--- src/rtl/kp_pkg.sv ---
// Shared types and sizing helpers for the kernel line feeder and its position counter.
// Build option: KP_LINE_FEEDER_FLUSH_EN adds the FLUSH state for the bottom-row drain line.
package kp_pkg;

   localparam int KP_FLUSH_VALUE_DEFAULT = 0;

   typedef enum logic [2:0] {
      ST_IDLE     = 3'd0,
      ST_WAIT_REQ = 3'd1,
      ST_BURST    = 3'd2,
      ST_GAP      = 3'd3,
`ifdef KP_LINE_FEEDER_FLUSH_EN
      ST_FLUSH    = 3'd4,
`endif
      ST_DONE     = 3'd5
   } kp_feeder_state_t;

   // One spare bit so the counters can reach LINE_LENGTH/LINE_COUNT without wrapping.
   function automatic int kpPixelWidth(input int lineLength);
      return $clog2(lineLength) + 1;
   endfunction

   function automatic int kpLineWidth(input int lineCount);
      return $clog2(lineCount) + 1;
   endfunction

endpackage

--- src/rtl/kp_pos_counter.sv ---
// Pixel/line position counter pair with end-of-line and end-of-frame flags.
// Pixel wraps to zero only on the explicit end-of-line compare; the line counter only clears on i_clear.
module kp_pos_counter
   import kp_pkg::*;
#(
   parameter int LINE_LENGTH = 640,
   parameter int LINE_COUNT  = 480,
   parameter int PW          = kpPixelWidth(LINE_LENGTH),
   parameter int LW          = kpLineWidth(LINE_COUNT)
)(
   input  logic          i_clk,
   input  logic          i_rstn,
   input  logic          i_clear,
   input  logic          i_step,
   output logic [PW-1:0] o_pixel,
   output logic [LW-1:0] o_line,
   output logic          o_line_end,
   output logic          o_frame_end
);

   logic [PW-1:0] r_pixel;
   logic [LW-1:0] r_line;
   logic          w_lineEnd;

   assign w_lineEnd = (r_pixel == PW'(LINE_LENGTH - 1));

   always_ff @(posedge i_clk or negedge i_rstn) begin
      if (!i_rstn) begin
         r_pixel <= '0;
         r_line  <= '0;
      end else if (i_clear) begin
         r_pixel <= '0;
         r_line  <= '0;
      end else if (i_step) begin
         if (w_lineEnd) begin
            r_pixel <= '0;
            r_line  <= r_line + LW'(1);
         end else begin
            r_pixel <= r_pixel + PW'(1);
         end
      end
   end

   assign o_pixel     = r_pixel;
   assign o_line      = r_line;
   assign o_line_end  = w_lineEnd;
   // Frame end means every image line has been consumed, not that the last pixel is in flight.
   assign o_frame_end = (r_line == LW'(LINE_COUNT));

endmodule

--- src/rtl/kp_line_feeder.sv ---
// Line-granular pixel sequencer: pops one whole line from the pixel FIFO per line request.
// Build option: KP_LINE_FEEDER_FLUSH_EN appends a constant FLUSH_VALUE line after the last image row.
module kp_line_feeder
   import kp_pkg::*;
#(
   parameter int LINE_LENGTH = 640,
   parameter int LINE_COUNT  = 480,
   parameter int DATA_WIDTH  = 8
`ifdef KP_LINE_FEEDER_FLUSH_EN
   ,
   parameter logic [DATA_WIDTH-1:0] FLUSH_VALUE = DATA_WIDTH'(KP_FLUSH_VALUE_DEFAULT)
`endif
)(
   input  logic                  i_clk,
   input  logic                  i_rstn,
   input  logic                  i_enable,
   input  logic [DATA_WIDTH-1:0] i_fifo_data,
   input  logic                  i_fifo_empty,
   output logic                  o_fifo_rd,
   input  logic                  i_req,
   output logic [DATA_WIDTH-1:0] o_data,
   output logic                  o_valid,
   output logic                  o_sof,
   output logic                  o_eol,
   output logic                  o_eof,
   output logic                  o_busy,
   output logic                  o_underflow
);

   localparam int PW = kpPixelWidth(LINE_LENGTH);
   localparam int LW = kpLineWidth(LINE_COUNT);

   kp_feeder_state_t      r_state;
   kp_feeder_state_t      w_nextState;

   logic [PW-1:0]         w_pixel;
   logic [LW-1:0]         w_line;
   logic                  w_lineEnd;
   logic                  w_frameEnd;
   logic                  w_clear;
   logic                  w_step;
   logic                  w_pop;
   logic                  w_flushEmit;
   logic                  w_firstPixel;

   logic [DATA_WIDTH-1:0] r_data;
   logic                  r_valid;
   logic                  r_sof;
   logic                  r_eol;
   logic                  r_eof;
   logic                  r_underflow;

   kp_pos_counter #(
      .LINE_LENGTH (LINE_LENGTH),
      .LINE_COUNT  (LINE_COUNT),
      .PW          (PW),
      .LW          (LW)
   ) u_pos (
      .i_clk       (i_clk),
      .i_rstn      (i_rstn),
      .i_clear     (w_clear),
      .i_step      (w_step),
      .o_pixel     (w_pixel),
      .o_line      (w_line),
      .o_line_end  (w_lineEnd),
      .o_frame_end (w_frameEnd)
   );

   assign w_clear      = (r_state == ST_IDLE) || (r_state == ST_DONE);
   assign w_step       = w_pop || w_flushEmit;
   assign w_firstPixel = (w_pixel == '0) && (w_line == '0);

`ifdef KP_LINE_FEEDER_FLUSH_EN
   logic r_flushRun;

   // The flush line waits for one request, then streams out back-to-back like a normal burst.
   always_ff @(posedge i_clk or negedge i_rstn) begin
      if (!i_rstn) begin
         r_flushRun <= 1'b0;
      end else if (r_state != ST_FLUSH) begin
         r_flushRun <= 1'b0;
      end else if (i_req) begin
         r_flushRun <= 1'b1;
      end
   end

   assign w_flushEmit = (r_state == ST_FLUSH) && r_flushRun;
`else
   logic w_lastImagePixel;

   assign w_flushEmit      = 1'b0;
   assign w_lastImagePixel = w_lineEnd && (w_line == LW'(LINE_COUNT - 1));
`endif

   always_ff @(posedge i_clk or negedge i_rstn) begin
      if (!i_rstn) begin
         r_state <= ST_IDLE;
      end else begin
         r_state <= w_nextState;
      end
   end

   always_comb begin
      w_nextState = r_state;
      w_pop       = 1'b0;
      case (r_state)
         ST_IDLE: begin
            if (i_enable) begin
               w_nextState = ST_WAIT_REQ;
            end
         end
         ST_WAIT_REQ: begin
            if (w_frameEnd) begin
`ifdef KP_LINE_FEEDER_FLUSH_EN
               w_nextState = ST_FLUSH;
`else
               w_nextState = ST_DONE;
`endif
            end else if (i_req) begin
               w_nextState = ST_BURST;
            end
         end
         // A started line always completes: an empty FIFO only stalls the burst.
         ST_BURST: begin
            w_pop = !i_fifo_empty;
            if (w_pop && w_lineEnd) begin
               w_nextState = ST_GAP;
            end
         end
         ST_GAP: begin
            w_nextState = ST_WAIT_REQ;
         end
`ifdef KP_LINE_FEEDER_FLUSH_EN
         ST_FLUSH: begin
            if (w_flushEmit && w_lineEnd) begin
               w_nextState = ST_DONE;
            end
         end
`endif
         ST_DONE: begin
            w_nextState = i_enable ? ST_WAIT_REQ : ST_IDLE;
         end
         default: begin
            w_nextState = ST_IDLE;
         end
      endcase
   end

   always_ff @(posedge i_clk or negedge i_rstn) begin
      if (!i_rstn) begin
         r_data  <= '0;
         r_valid <= 1'b0;
         r_sof   <= 1'b0;
         r_eol   <= 1'b0;
         r_eof   <= 1'b0;
      end else begin
         r_valid <= w_step;
         r_sof   <= 1'b0;
         r_eol   <= 1'b0;
         r_eof   <= 1'b0;
         if (w_pop) begin
            r_data <= i_fifo_data;
            r_sof  <= w_firstPixel;
            r_eol  <= w_lineEnd;
`ifdef KP_LINE_FEEDER_FLUSH_EN
            r_eof  <= 1'b0;
`else
            r_eof  <= w_lastImagePixel;
`endif
         end
`ifdef KP_LINE_FEEDER_FLUSH_EN
         else if (w_flushEmit) begin
            r_data <= FLUSH_VALUE;
            r_eol  <= w_lineEnd;
            r_eof  <= w_lineEnd;
         end
`endif
      end
   end

   // Sticky underflow is re-armed as the first line of each frame starts its burst.
   always_ff @(posedge i_clk or negedge i_rstn) begin
      if (!i_rstn) begin
         r_underflow <= 1'b0;
      end else if ((r_state == ST_WAIT_REQ) && (w_nextState == ST_BURST) && (w_line == '0)) begin
         r_underflow <= 1'b0;
      end else if ((r_state == ST_BURST) && i_fifo_empty) begin
         r_underflow <= 1'b1;
      end
   end

   assign o_fifo_rd   = w_pop;
   assign o_data      = r_data;
   assign o_valid     = r_valid;
   assign o_sof       = r_sof;
   assign o_eol       = r_eol;
   assign o_eof       = r_eof;
   assign o_busy      = (r_state != ST_IDLE);
   assign o_underflow = r_underflow;

endmodule

--- config.mk ---
export PLATFORM = sky130hd
export DESIGN_NAME = kp_line_feeder
export DESIGN_NICKNAME = d
export VERILOG_FILES = /design/src/rtl/kp_pkg.sv /design/src/rtl/kp_pos_counter.sv /design/src/rtl/kp_line_feeder.sv
export SDC_FILE = /design/constraint.sdc
export NUM_CORES = 1
export LEC_CHECK = 0
export BUFFER_PORTS_ARGS = -buffer_cell sky130_fd_sc_hd__buf_2
export CAP_MARGIN = 0
export CORE_MARGIN = 3
export CORE_UTILIZATION = 45
export CTS_BUF_LIST = sky130_fd_sc_hd__clkbuf_16
export CTS_CLUSTER_SIZE = 20
export DETAILED_ROUTE_END_ITERATION = 12
export GPL_TIMING_DRIVEN = 0
export PLACE_DENSITY = 0.65
export SYNTH_ARGS = -nofsm -noshare
export SYNTH_HDL_FRONTEND = slang
export SYNTH_HIERARCHICAL = 1
export SYNTH_SLANG_ARGS = --single-unit
export TNS_END_PERCENT = 5
--- constraint.sdc ---
create_clock -name i_clk -period 2.4 [get_ports i_clk]
set_input_delay 0.24 -clock i_clk [delete_from_list [all_inputs] [get_ports i_clk]]
set_output_delay 0.24 -clock i_clk [all_outputs]
set_load 0.05 [all_outputs]
==> impl_metrics.toml, run 1 <==
[global_route]
grt_pass1_vias = 1479
overflow = 0
grt_util_all_layers = 0.172
grt_pass1_wl_um = 6940
antenna_found_initial = 0
grt_max_degree = 38

[synthesis]
ys_seq_elements = 37
ys_seq_area_frac = 0.492
yosysMostFrequentCell = "dfrtp_1"
synthCells = 178
synth.cell_area_sq_um = 1880
yosys_warnings = 6
synth_fp_nets = 194
ys_types = 38
synth_edf_count = 0
async_flop_share = 1.00
yosys.area.top_type = "dfrtp_1"
ys_top_cells_by_count = "37 x dfrtp_1, 11 x a21oi_1, 11 x nor2_1"
syn_area_per_cell_sq_um = 10.6
synth-main-ff-cell = "dfrtp_1"
yosysTopAreaCellShare = 0.492
synthTopCellsByArea = "dfrtp_1 49%, mux2_2 4.8%, or3_1 3.0%"

[floorplanning]
ios = 28
dieWidth_um = 70.7
core_area_sq_um = 3850
rows = 22
start_util = 0.489
die_area_sq_um = 5000
die_h_um = 70.7

[layout]
n_antenna_cell = 0
area_delta_synth_final_pct = 17.4
nets = 228
multi_input_area_sq_um = 876
seq_area_sq_um = 926
drive_gt1_frac = 0.245
nFillCells = 333

[setup_path]
path_cells = "buf_2 -> nor4b_4 -> buf_6 -> and2_1 -> nand4_4 -> buf_6 -> buf_2 -> o21ai_0 -> a21oi_1"
cp_data_required_time_ns = 2.53
critPathMaxFanout = 18
path_buf_inv = 4
end_kind = "register"
worst-path-stages = 9
max_stage_delay_ns = 0.35
crit_arrival_ns = 2.30
critPathLaunchType = "register"
crit_family = "buffers and inverters"
r2r_cells = 9
path_class = "register to register"
cp_slowest_cell = "dfrtp_1"

[placed_design]
gp_congestion = 0.912
dp_hpwl_um = 2880
io_buffers = 27

[power_and_ir_drop]
ir_drop_v = 0.000383
switchingPower_mw = 0.434
leakage_nw = 1.05
p_seq_frac = 0.475
p_int_mw = 1.15
clockPowerShare = 0.374
powerDensity_nw_per_um2 = 715
sw_frac_of_total = 0.275
p_comb_frac = 0.152
p_total_mw = 1.58

[drt]
routedWlPerCell_um = 15.5
drt_iter0_markers = 102
dr.pass1.iters = 4
finalWirelength_um = 4020
vias = 1466
drt-vias-per-instance = 5.64
ant_nets = 0
drc_errors = 0

[sta]
slew_viol_final = 0
period_share = 0.903
fin_worst_skew_ns = 0.00388
setup_viol_count_final = 0
relSlewSlack = 0.458
worst_slew_pin_slew_ns = 0.813
fin_crit_ns = 2.17
tns_ns = 0
hold_viol = 0
rsz0062_at_grt = "false"
timing.fmax_mhz = 461

[clock_tree]
cts_buffer_depth = 2
post_cts.repair.setup_buffers = 0
post_cts_resized = 0
cts_hold_buf = 0
cts_tree = "built"
clk_pin_slew_ns = 0.05
cts_root_buf = "clkbuf_16"
cts.sinks = 37
numCtsBuffers = 5
htreeDepth = 2
clock_latency_ns = 0.27

[hold_path]
min_path_type = "input pin to async pin"

[flow_run]
cap_violations = 0

[status]
status = "finished, final reports clean"
-- stage by stage --
| stage | util | setup slack (ns) | cells | hold slack, ns | cell area (sq um) |
|---|---|---|---|---|---|
| 2_1_floorplan | - | 0.362 | 178 | -0.0556 | 1880 |
| 3_3_place_gp | 0.539 | 0.299 | 253 | 0.370 | 2080 |
| 3_5_place_dp | 0.539 | 0.229 | 253 | 0.393 | 2080 |
| 4_1_cts | 0.574 | 0.214 | 260 | 0.103 | 2210 |
| 5_1_grt | 0.574 | 0.0187 | 260 | 0.155 | 2210 |
| 6_report | 0.574 | 0.232 | 260 | 0.0604 | 2210 |
-- power by group through the flow --
stage / Clock, mW / Sequential [mW] / Combinational (mW)
after floorplan: 0 / 0.794 / 0.131
after global placement: 0 / 0.755 / 0.234
after detailed placement: 0 / 0.759 / 0.241
after CTS: 0.606 / 0.749 / 0.244
after global routing: 0.635 / 0.760 / 0.264
final: 0.590 / 0.750 / 0.240
-- state kept, by name (all words and copies together) (netlist names) --
signal	count
o_eol	1
o_valid	1
o_data	8
r_state	3
o_underflow	1
u_pos/o_pixel	11
o_eof	1
o_sof	1
u_pos/o_line	10
-- logic make-up after synthesis --
kind of cell | after synthesis | share of synthesized area
mux | 9 | 0.0532
flops | 37 | 0.492
compound gates | 25 | 0.0764
fa+ha+maj | 3 | 0.0199
simple gates | 80 | 0.274
xor+xnor | 9 | 0.0419
buf+inv | 15 | 0.0432
-- layer usage --
layer | share of wire | track usage
met5 | 0 | 0
met4 | 0.0085 | 0.0522
met3 | 0.049 | 0.0511
met2 | 0.49 | 0.278
met1 | 0.46 | 0.224
-- path summary, 6_finish.rpt --
check | start | slack [ns] | endpoint
worst max-delay path | r_state[0] | 0.23 | u_pos/o_line[9]
worst min-delay path | i_rstn | 0.06 | o_valid
worst max register to register | r_state[0] | 0.23 | u_pos/o_line[9]
worst min register to register | o_data[5] | 0.50 | o_data[5]
max in group asynchronous | i_rstn | 1.83 | u_pos/o_pixel[6]
min in group i_clk | i_fifo_data[2] | 0.20 | o_data[2]
-- layout make-up --
cell class / count / area share
inverters: 7 / 0.0119
multi-input cells: 126 / 0.396
clock buffers: 5 / 0.0566
plain buffers: 8 / 0.0249
flip-flops and latches: 37 / 0.419
repair buffers: 27 / 0.0611
well taps: 48 / 0.0272
clock inverters: 2 / 0.00340
-- cells in the final DEF, fill, tap and decap left out, types with 2 or more instances in the layout --
| cell | Yosys | routed |
|---|---|---|
| a21oi_1 | 11 | 11 |
| a31oi_1 | 2 | 2 |
| and2_1 | 4 | 4 |
| and3_1 | 5 | 5 |
| buf_2 | 2 | 29 |
| buf_6 | 3 | 3 |
| clkbuf_1 | 3 | 3 |
| clkbuf_16 | 0 | 5 |
| dfrtp_1 | 37 | 37 |
| ha_1 | 3 | 3 |
| inv_1 | 7 | 8 |
| mux2_2 | 8 | 8 |
| nand2_1 | 7 | 7 |
| nand2b_1 | 5 | 5 |
| nand3_1 | 10 | 10 |
| nand3b_1 | 2 | 2 |
| nand4_1 | 8 | 8 |
| nor2_1 | 11 | 11 |
| nor3_1 | 5 | 5 |
| nor4_1 | 4 | 4 |
| o21ai_0 | 8 | 8 |
| or3_1 | 9 | 9 |
| xnor2_1 | 3 | 3 |
| xor2_1 | 6 | 6 |
Power figures use the tool's default switching activity.
==> run 2, diff against run 1 <==
==> constraint.sdc (replaced) <==
create_clock -name i_clk -period 2.5 [get_ports i_clk]
set_input_delay 0.25 -clock i_clk [delete_from_list [all_inputs] [get_ports i_clk]]
set_output_delay 0.25 -clock i_clk [all_outputs]
set_load 0.05 [all_outputs]
==> run 2 against run 1 <==
  * Critical path depth shrank 1
  * Cell count unchanged
  * Clock-buffer cell count unchanged
  * Critical path type unchanged
  * Global-route usage unchanged
  * Largest power group unchanged
==> impl_metrics.toml, run 2 (synthesis results as in run 1) <==
[status]
status = "finished, final reports clean"

[clock_tree]
clk_pin_slew_ns = 0.05
cts_hold_buf = 0
cts_tree = "built"
cts_root_buf = "clkbuf_16"
cts_buffer_depth = 2
cts.sinks = 37
clock_latency_ns = 0.27
post_cts_resized = 0
numCtsBuffers = 5
htreeDepth = 2
post_cts.repair.setup_buffers = 0

[placed_design]
gp_congestion = 0.912
dp_hpwl_um = 2880
postPlaceCellArea_sq_um = 2080
dp.cells = 253
io_buffers = 27
pre_cts_ws_ns = 0.329

[global_route]
grt_util_all_layers = 0.172
grt_pass1_wl_um = 6940
overflow = 0
grt_pass1_vias = 1479
antenna_found_initial = 0
grt_max_degree = 38

[sta]
timing.fmax_mhz = 460
worst_slew_pin_slew_ns = 0.814
fin_worst_skew_ns = 0.00379
slew_viol_final = 0
fin_ws_ns = 0.324
period_share = 0.870
tns_ns = 0
fin_crit_ns = 2.18
rsz0062_at_grt = "false"
hold_ws_ns = 0.0705
relSlewSlack = 0.457
hold_viol = 0
setup_viol_count_final = 0

[setup_path]
r2r-start = "r_state[2]"
cp_slowest_cell = "dfrtp_1"
crit_arrival_ns = 2.31
timing.rr.end = "u_pos/o_line[9]"
r2r_setup_slack_ns = 0.32
path_cells = "nor4b_4 -> buf_6 -> and2_1 -> nand4_4 -> buf_6 -> buf_2 -> o21ai_0 -> a21oi_1"
critPathMaxFanout = 18
cp_data_required_time_ns = 2.63
end_kind = "register"
critPathLaunchType = "register"
max_stage_delay_ns = 0.45
r2r_cells = 8
path_class = "register to register"
crit_top_cell = "buf_6"

[drt]
vias = 1465
drt-vias-per-instance = 5.63
finalWirelength_um = 4020
ant_nets = 0
drc_errors = 0
drt_iter0_markers = 93
routedWlPerCell_um = 15.5
dr.pass1.iters = 5

[layout]
fin_cells = 260
n_antenna_cell = 0
utilization = 0.574
largest_reg_flops = 11
final_common_cell = "dfrtp_1"
area_delta_synth_final_pct = 17.4
drive_gt1_frac = 0.245
fin_area_sq_um = 2210
nets = 228
final_cell_mix = "37 x dfrtp_1, 29 x buf_2, 11 x nor2_1, 11 x a21oi_1, 10 x nand3_1"

[floorplanning]
rows = 22
ios = 28
start_util = 0.489
core_area_sq_um = 3850
die_h_um = 70.7
dieWidth_um = 70.7
die_area_sq_um = 5000

[power_and_ir_drop]
leakage_nw = 1.05
ir_drop_v = 0.000368
powerDensity_nw_per_um2 = 686
p_total_mw = 1.52

[flow_run]
cap_violations = 0

[hold_path]
min_path_type = "input pin to async pin"
[run 2: cell counts in the layout (fill, tap and decap cells not counted)]
No cell type changed its count.
[run 2: routing by layer]
layer  share of wire  global-route usage  vias to the layer above
li1                -                   -                      706
met1            0.45               0.224                      715
met2            0.49               0.278                       40
met3           0.054              0.0511                        4
met4          0.0072              0.0522                        0
met5               0                   0                        -
[run 2: how the worst max path moves through the flow]
stage,start,end,slack (ns),cells past startpoint
5_1_grt,r_state[2],u_pos/o_line[2],0.1,8
3_5_place_dp,r_state[2],u_pos/o_line[2],0.33,8
4_1_cts,r_state[2],u_pos/o_line[7],0.31,8
2_1_floorplan,r_state[2],u_pos/o_line[8],0.46,7
3_3_place_gp,r_state[2],u_pos/o_pixel[5],0.40,6
6_report,r_state[2],u_pos/o_line[9],0.32,8
[run 2: layout make-up]
type	instances	area (sq um)
flip-flops and latches	37	926
plain buffers	8	55.1
inverters	7	26.3
repair buffers	27	135
well taps	48	60.1
clock buffers	5	125
fillers	333	1640
multi-input cells	126	876
clock inverters	2	7.51
[run 2: critical path: cells and delay by family (launching register included)]
family                 cells  cell delay [ns]
buffers and inverters      3             0.56
AO/OA/AOI/OAI              2             0.27
flip-flops                 1             0.45
AND/OR/NAND/NOR            3             0.74
[run 2: where the power goes]
group          switching [mW]  internal [mW]  total [mW]
combinational           0.139         0.0914       0.230
sequential             0.0667          0.653       0.720
clock                   0.212          0.356       0.568
total                   0.418           1.10        1.52
==> run 3, diff against run 2 <==
--- a/config.mk
+++ b/config.mk
@@ -7,13 +7,14 @@
 export LEC_CHECK = 0
 export BUFFER_PORTS_ARGS = -buffer_cell sky130_fd_sc_hd__buf_2
 export CAP_MARGIN = 0
-export CORE_MARGIN = 3
+export CORE_MARGIN = 8
 export CORE_UTILIZATION = 45
 export CTS_BUF_LIST = sky130_fd_sc_hd__clkbuf_16
 export CTS_CLUSTER_SIZE = 20
 export DETAILED_ROUTE_END_ITERATION = 12
 export GPL_TIMING_DRIVEN = 0
 export PLACE_DENSITY = 0.65
+export RECOVER_POWER = 100
 export SYNTH_ARGS = -nofsm -noshare
 export SYNTH_HDL_FRONTEND = slang
 export SYNTH_HIERARCHICAL = 1
==> run 3 against run 2 <==
  * The run now ends with max-capacitance violations, max-slew violations left
  * Sequential power hardly changed
  * Maximum frequency down 1.4%
  * Critical path depth did not move
  * Sequential share of layout area increased by 0.21 points
  * Sequential cell count unchanged
  * Clock skew up 0.0013 ns
  * Non-clock buffer count unchanged
  * Die area rose by 30%
  * Global-route usage down 4.1 points
  * Via count decreased by 2.8%
  * Worst hold slack better by 0.13 ns
  * Critical path type unchanged
==> impl_metrics.toml, run 3 (synthesis results as in run 1) <==
[sta]
slew_viol_final = 38
setup_viol_count_final = 0
rsz0062_at_grt = "false"
fin_crit_ns = 2.21
tns_ns = 0
worst_slew_pin_slew_ns = 1.92
fin_ws_ns = 0.292
timing.fmax_mhz = 453
hold_viol = 0
relSlewSlack = -0.280
fin_worst_skew_ns = 0.00510
hold_ws_ns = 0.204
period_share = 0.883

[clock_tree]
cts.sinks = 37
cts_hold_buf = 0
cts_tree = "built"
post_cts.repair.setup_buffers = 0
clock_latency_ns = 0.28
clk_pin_slew_ns = 0.05
htreeDepth = 2
cts_buffer_depth = 2
post_cts_resized = 0
cts_root_buf = "clkbuf_16"
numCtsBuffers = 5

[drt]
dr.pass1.iters = 4
drt-vias-per-instance = 5.41
routedWlPerCell_um = 14.9
vias = 1424
finalWirelength_um = 3930
drt_iter0_markers = 87
ant_nets = 0
drc_errors = 0

[floorplanning]
start_util = 0.467
core_area_sq_um = 4030
rows = 23
die_h_um = 80.7
ios = 28
die_area_sq_um = 6510
dieWidth_um = 80.7

[power_and_ir_drop]
leakage_nw = 0.983
ir_drop_v = 0.000359
powerDensity_nw_per_um2 = 738

[setup_path]
cp_slowest_cell = "dfrtp_1"
critPathLaunchType = "register"
crit_family = "simple AND/OR/NAND/NOR gates"
critPathMaxFanout = 18
crit_top_cell = "buf_6"
cp_data_required_time_ns = 2.69
path_cells = "clkbuf_1 -> nor4b_4 -> buf_6 -> and2_1 -> nand4_4 -> buf_6 -> or3_1 -> a21oi_1"
path_class = "register to register"
max_stage_delay_ns = 0.36
end_kind = "register"
crit_arrival_ns = 2.40
path_buf_inv = 3

[global_route]
grt_util_all_layers = 0.131
overflow = 0
grt_max_degree = 38
grt_pass1_wl_um = 6620
antenna_found_initial = 0
grt_pass1_vias = 1414

[status]
failed_checks = "max-capacitance violations, max-slew violations"
status = "finished, violations left"

[layout]
largest_reg_flops = 11
drive_gt1_frac = 0.160
final_common_cell = "dfrtp_1"
nets = 228
fin_area_sq_um = 2200
final_cell_mix = "37 x dfrtp_1, 20 x clkbuf_1, 12 x buf_2"
area_delta_synth_final_pct = 16.8
n_antenna_cell = 0

[placed_design]
dp_hpwl_um = 2840
pre_cts_ws_ns = 0.343
gp_congestion = 0.898
postPlaceCellArea_sq_um = 2080
io_buffers = 27

[flow_run]
cap_violations = 1

[hold_path]
min_path_type = "input pin to register"
[run 3: changes by cell type in the layout (fill, tap and decap cells not counted)]
cell       previous run  this run
buf_2                29        12
bufinv_16             0         1
clkbuf_1              3        20
nand2_1               7         8
nand2_4               1         0
nor4_1                4         5
nor4_4                1         0
[run 3: area by class of cell]
cell class              count  area [sq um]
clock inverters             3          37.5
repair buffers             27           115
fillers                   373          1830
well taps                  50          62.6
flip-flops and latches     37           926
multi-input cells         126           853
plain buffers               8          53.8
inverters                   7          26.3
clock buffers               5           125
[run 3: path summary, 6_finish.rpt]
kind | slack, ns | cells after the start | from | end
min in group asynchronous | 0.51 | 1 | i_rstn | u_pos/o_pixel[7]
max in group asynchronous | 0.89 | 1 | i_rstn | u_pos/o_line[0]
min | 0.20 | 2 | i_enable | r_state[0]
max | 0.29 | 8 | r_state[0] | u_pos/o_line[9]
max reg2reg | 0.29 | 8 | r_state[0] | u_pos/o_line[9]
min reg2reg | 0.50 | 1 | o_underflow | o_underflow
[run 3: per-layer routing]
metal / up-vias / track usage / wire (um)
met3: 6 / 0.0491 / 175
met1: 691 / 0.147 / 1740
li1: 707 / - / -
met2: 20 / 0.217 / 1950
met5: - / 0 / 0
met4: 0 / 0.0589 / 68
[run 3: through the flow]
| step | cells | power (mW) | utilization |
|---|---|---|---|
| 2_1_floorplan | 178 | 0.888 | - |
| 3_3_place_gp | 255 | 0.950 | 0.516 |
| 3_5_place_dp | 255 | 0.957 | 0.516 |
| 4_1_cts | 263 | 1.65 | 0.557 |
| 5_1_grt | 263 | 1.71 | 0.546 |
| 6_report | 263 | 1.62 | 0.546 |
[run 3: power breakdown]
part / switching, mW / internal [mW] / total (mW)
logic: 0.136 / 0.0862 / 0.223
clock network: 0.222 / 0.463 / 0.685
registers: 0.0640 / 0.653 / 0.717
total: 0.423 / 1.20 / 1.62
